[src/rtl/down_timer_counter.sv]
`default_nettype none
// ============================================================================
// Module      : down_timer_counter
// Description : Loadable down-counter/timer counting toward zero. Supports
//               one-shot and auto-reload (periodic) operation, a count enable
//               for prescaled ticking, a terminal-count flag and a done flag.
// Ports       : clk          - clock, all state changes on the rising edge
//               reset        - asynchronous, active-high reset
//               load         - capture load_value into reload register and count
//               load_value   - value captured on load
//               start        - begin a count from the reload register
//               stop         - abort a running count, return to IDLE
//               ce           - count enable, RUN advances only when high
//               auto_reload  - 1 = periodic, 0 = one-shot
//               q            - current count
//               tc           - terminal count (RUN and q == 0)
//               running      - high in RUN
//               done         - high in EXPIRED
// Revision    : 1.0 - initial release
// ============================================================================
module down_timer_counter #(
  parameter int WIDTH = 4
) (
  input  logic             clk,
  input  logic             reset,
  input  logic             load,
  input  logic [WIDTH-1:0] load_value,
  input  logic             start,
  input  logic             stop,
  input  logic             ce,
  input  logic             auto_reload,
  output logic [WIDTH-1:0] q,
  output logic             tc,
  output logic             running,
  output logic             done
);

  typedef enum logic [1:0] {
    ST_IDLE    = 2'd0,
    ST_RUN     = 2'd1,
    ST_EXPIRED = 2'd2
  } state_t;

  localparam logic [WIDTH-1:0] c_ZERO = '0;
  localparam logic [WIDTH-1:0] c_ONE  = {{(WIDTH-1){1'b0}}, 1'b1};

  state_t           r_state;
  logic [WIDTH-1:0] r_q;
  logic [WIDTH-1:0] r_reload;
  logic             w_q_zero;

  assign w_q_zero = (r_q == c_ZERO);

  // Priority order: load > stop > start > count. The state qualifiers on
  // stop (RUN only) and start (not RUN) make those two mutually exclusive.
  always_ff @(posedge clk or posedge reset) begin
    if (reset) begin
      r_state  <= ST_IDLE;
      r_q      <= c_ZERO;
      r_reload <= c_ZERO;
    end else if (load) begin
      // A load aborts any count in progress.
      r_reload <= load_value;
      r_q      <= load_value;
      r_state  <= ST_IDLE;
    end else if (stop && (r_state == ST_RUN)) begin
      r_state <= ST_IDLE;
    end else if (start && (r_state != ST_RUN)) begin
      // Start always restarts from the reload value; there is no resume.
      r_q     <= r_reload;
      r_state <= ST_RUN;
    end else if ((r_state == ST_RUN) && ce) begin
      if (!w_q_zero) begin
        r_q <= r_q - c_ONE;
      end else if (auto_reload) begin
        // Mode is sampled only here, so it may change mid-count.
        r_q <= r_reload;
      end else begin
        r_state <= ST_EXPIRED;
      end
    end
  end

  // Outputs decode registered state only; no path from inputs.
  assign q       = r_q;
  assign running = (r_state == ST_RUN);
  assign done    = (r_state == ST_EXPIRED);
  assign tc      = (r_state == ST_RUN) && w_q_zero;

endmodule
`default_nettype wire

[config.mk]
export PLATFORM = sky130hd
export DESIGN_NAME = down_timer_counter
export DESIGN_NICKNAME = d
export VERILOG_FILES = /design/src/rtl/down_timer_counter.sv
export SDC_FILE = /design/constraint.sdc
export NUM_CORES = 1
export LEC_CHECK = 0
export ABC_AREA = 1
export BUFFER_PORTS_ARGS = -buffer_cell sky130_fd_sc_hd__buf_2
export CELL_PAD_IN_SITES_DETAIL_PLACEMENT = 1
export CELL_PAD_IN_SITES_GLOBAL_PLACEMENT = 2
export CORE_MARGIN = 4
export CORE_UTILIZATION = 29
export CTS_CLUSTER_SIZE = 8
export DETAILED_ROUTE_END_ITERATION = 6
export PLACE_DENSITY = 0.89
export SETUP_SLACK_MARGIN = 0.3
export SLEW_MARGIN = 20
export SYNTH_ARGS = -nofsm -noshare
export SYNTH_HDL_FRONTEND = slang
export SYNTH_SLANG_ARGS = --single-unit
[constraint.sdc]
create_clock -name clk -period 2.3 [get_ports clk]
set_input_delay 0.46 -clock clk [delete_from_list [all_inputs] [get_ports clk]]
set_output_delay 0.46 -clock clk [all_outputs]
set_load 0.005 [all_outputs]
==> tab_implementation.tex <==
\begin{tabular}{lr}
\hline
Metric & Value \\
\hline
\multicolumn{2}{l}{\textbf{Pwr}} \\
\quad Relative contribution of sequential cells to total power & 0.394 \\
\quad Highest ir drop seen on vdd & 0.3328 mV \\
\quad Switching part of the total power & 0.3949 \\
\quad Static leakage & $\sim$0.00045 uW \\
\quad Pwr/cell area & 765.9 mW/mm\^{}2 \\
\quad Design internal power & 366.5 uW \\
\quad Part of the power in the clock network & 0.195 \\
\quad Switch Pwr & 239.2 uW \\
\quad Comb pwr share & 0.411 \\
\multicolumn{2}{l}{\textbf{Die}} \\
\quad X dimension of the die & between 50 and 60 um \\
\quad Row count & 16 \\
\quad Area of the die & 0.003075 mm\^{}2 \\
\quad Top Ports & 18 \\
\quad Placeable Area & 0.002042 mm\^{}2 \\
\quad Initial Util & 0.3199 \\
\quad Floorplan die height & 55.46 um \\
\multicolumn{2}{l}{\textbf{Critical path}} \\
\quad Maximum net fanout on the critical path & 5 \\
\quad Critical path endpoint category & output port \\
\quad Required arrival time at the worst endpoint & about 1.8 ns \\
\quad Data arrival time at the worst-slack endpoint & 1.32 ns \\
\quad Category of the critical setup timing path & flop to output port \\
\quad Worst setup SP type & flop \\
\multicolumn{2}{l}{\textbf{Logic synthesis}} \\
\quad Post-Synthesis Cell Area & 653.1 um\^{}2 \\
\quad Synth area leaders & dfrtp\_1 38\%, nand2\_1 17\%, nand3\_1 6.1\% \\
\quad Async set or reset register ratio after synthesis & 1.000 \\
\quad Synth warnings & 0 \\
\quad Synth top cells by count & 29 x nand2\_1, 10 x dfrtp\_1, 9 x inv\_1 \\
\quad Proportion of netlist area held by the largest area contributor & 0.3831 \\
\quad Post-synthesis average cell area & 7.507 um\^{}2 \\
\quad Cell variety after synth & 22 \\
\quad Synth Register Bits & 10 \\
\quad Synthesized instance count & 87 \\
\quad Cell with the most instances after synthesis & nand2\_1 \\
\quad Number of enable-type register cells in the synthesized netlist & 0 \\
\quad Commonest register cell after synthesis & dfrtp\_1 \\
\quad Cell accounting for the most synthesized area & dfrtp\_1 \\
\quad Synthesized netlist net count & 99 \\
\quad Seq/Total Area, Yosys & 0.3831 \\
\multicolumn{2}{l}{\textbf{Global routing}} \\
\quad Total routing usage reported by global routing & 0.1119 \\
\quad Wire length of the first global-routing pass & roughly 2.8 mm \\
\quad Pin count of the biggest net entering global routing & 12 \\
\quad Number of antenna violations at the first check in global routing & 0 \\
\quad Vias in the first global route & 645 \\
\quad Congestion Overflow GR & 0 \\
\multicolumn{2}{l}{\textbf{Hold path}} \\
\quad Worst hold-check path type & input pin to asynchronous set/reset pin \\
\multicolumn{2}{l}{\textbf{STA}} \\
\quad Setup total negative slack & 0 ns \\
\quad Count of final hold-check violations & 0 \\
\quad Final period util & 0.7727 \\
\quad Worst-case headroom to the max-slew limit & 0.7282 \\
\quad Final setup vio count & 0 \\
\quad Maximum frequency from static timing analysis & 0.5627 GHz \\
\quad Fin crit period & 1.777 ns \\
\quad Pins over their slew limit & 0 \\
\quad Slew at the pin closest to its max-slew limit & 0.4072 ns \\
\quad RSZ-0062 raised after global routing & no \\
\quad Worst setup skew after layout & 0.001267 ns \\
\multicolumn{2}{l}{\textbf{Detailed routing}} \\
\quad Drt first-iter violations & 1 \\
\quad Detailed-routing iteration count for the pre-antenna-repair pass & 3 \\
\quad Routed Wire Length & 1.576 mm \\
\quad Detailed-route via count & 621 \\
\quad Total DRC errors in the routed layout & 0 \\
\quad Count of nets left with antenna violations after detail routing & 0 \\
\quad Via-per-instance ratio & between 4 and 5 \\
\quad Routed wire length per instance & 11.85 um \\
\multicolumn{2}{l}{\textbf{Final layout}} \\
\quad Synthesis-to-finish area growth & 21.07\% \\
\quad Share of the core filled with cells in the final layout & 0.3873 \\
\quad Final net count & 120 \\
\quad Proportion of layout cells with a drive suffix above 1 & 0.3396 \\
\quad Number of filler cells placed in the layout & 277 \\
\quad Antenna cells & 0 \\
\quad Final design instance area without fill & between 700 and 800 um\^{}2 \\
\multicolumn{2}{l}{\textbf{Clock network}} \\
\quad CTS root buf & clkbuf\_4 \\
\quad Total clock buffers created by CTS & 3 \\
\quad Number of buffers on the longest clock path & 2 \\
\quad Sinks on Clock Net & 10 \\
\quad Reg clk slew, reported paths & 0.06 ns \\
\quad Number of hold-repair buffers added at the cts stage & 0 \\
\quad Post-CTS Repair Setup Buffers & 0 \\
\quad Worst skew pair latency & 0.26 ns \\
\quad TritonCTS clock tree & yes \\
\quad CTS H-tree depth & 1 \\
\quad Gates resized, CTS repair & 0 \\
\multicolumn{2}{l}{\textbf{Placement}} \\
\quad Post-place instance area & 768.2 um\^{}2 \\
\quad Count of buffers inserted at the top-level ports & 17 \\
\quad Last weighted congestion value of the routability-driven placer & approximately 0.72 \\
\quad Sum of net half-perimeters after detailed placement & 1.291 mm \\
\multicolumn{2}{l}{\textbf{Flow run}} \\
\quad Max Cap Violations & 0 \\
\multicolumn{2}{l}{\textbf{Run status}} \\
\quad Run status & finished clean \\
\hline
\end{tabular}
## critical path, stage by stage (launching register included)
cell and delay, ns:
dfrtp_1 0.41, inv_1 0.12, ha_1 0.24, nand2_4 0.10, nor2_1 0.08, buf_2 0.11
## power groups by stage
stage	clock [uW]	sequential (uW)	combinational, uW
2_1_floorplan	0	239	176
3_3_place_gp	0	240	247
3_5_place_dp	0	243	254
4_1_cts	123	240	256
5_1_grt	129	246	285
6_report	118	239	249
## cell usage in the layout (no fill, tap or decap), drive strengths merged
| cell type | netlist | layout |
|---|---|---|
| clkbuf | 1 | 3 |
| nor2 | 5 | 5 |
| ha | 1 | 1 |
| nand2 | 34 | 34 |
| dfrtp | 10 | 10 |
| buf | 0 | 17 |
| inv | 14 | 14 |
| a21oi | 2 | 2 |
| nand4 | 3 | 3 |
| nand3 | 10 | 10 |
| nand3b | 1 | 1 |
| o21ai | 5 | 5 |
| xnor2 | 1 | 1 |
## final cells by class
class,instances,area [um^2],share of cell area
Inverter,14,55.05,0.06962
Sequential cell,10,250.2,0.3165
Timing Repair Buffer,17,85.08,0.1076
Tap cell,27,33.78,0.04272
Multi-Input combinational cell,62,344.1,0.4351
Clock buffer,3,22.52,0.02848
## per-stage QoR
stage	hold WS, ns	cells	worst slack (ns)	total power [uW]
after global routing	0.2078	133	0.4434	659.6
after floorplan	0.3002	87	0.9380	415.1
after detailed placement	0.4720	130	0.8009	496.5
after CTS	0.1847	133	0.5050	618.1
final	0.1708	133	0.5229	605.7
after global placement	0.4698	130	0.8264	486.9
## flip-flops by register name, summed over array words and instances, names as in the netlist
signal / cells
q: 4
r_reload: 4
r_state: 2
## metal layers
| metal | track usage | part of all wire |
|---|---|---|
| met2 | 0.1858 | 0.47 |
| met1 | 0.1342 | 0.47 |
| met5 | 0 | 0 |
| met4 | 0.06250 | 0.023 |
| met3 | 0.02098 | 0.033 |
## path summary, 6_finish.rpt
kind                                    start  slack, ns          end  cells past startpoint
min in group clk                load_value[0]       0.43  r_reload[0]                      3
worst min-delay path                    reset       0.17  r_reload[0]                      2
worst min register to register    r_reload[0]       0.53  r_reload[0]                      2
max in group asynchronous               reset       1.84         q[2]                      2
worst max register to register           q[0]       0.89         q[2]                      9
worst max-delay path                     q[0]       0.52           tc                      5
## cell families (layout without fill, tap and decap cells)
family	after synthesis	count (layout)	share of synthesized area
buffers and inverters	15	34	0.09003
xor gates and xnor gates	1	1	0.01341
adders and majority gates	1	1	0.01915
and+or+nand+nor	53	53	0.4349
AOI/OAI and AO/OA	7	7	0.05938
DFF	10	10	0.3831
Note: power is estimated with default switching activity, not from simulation.
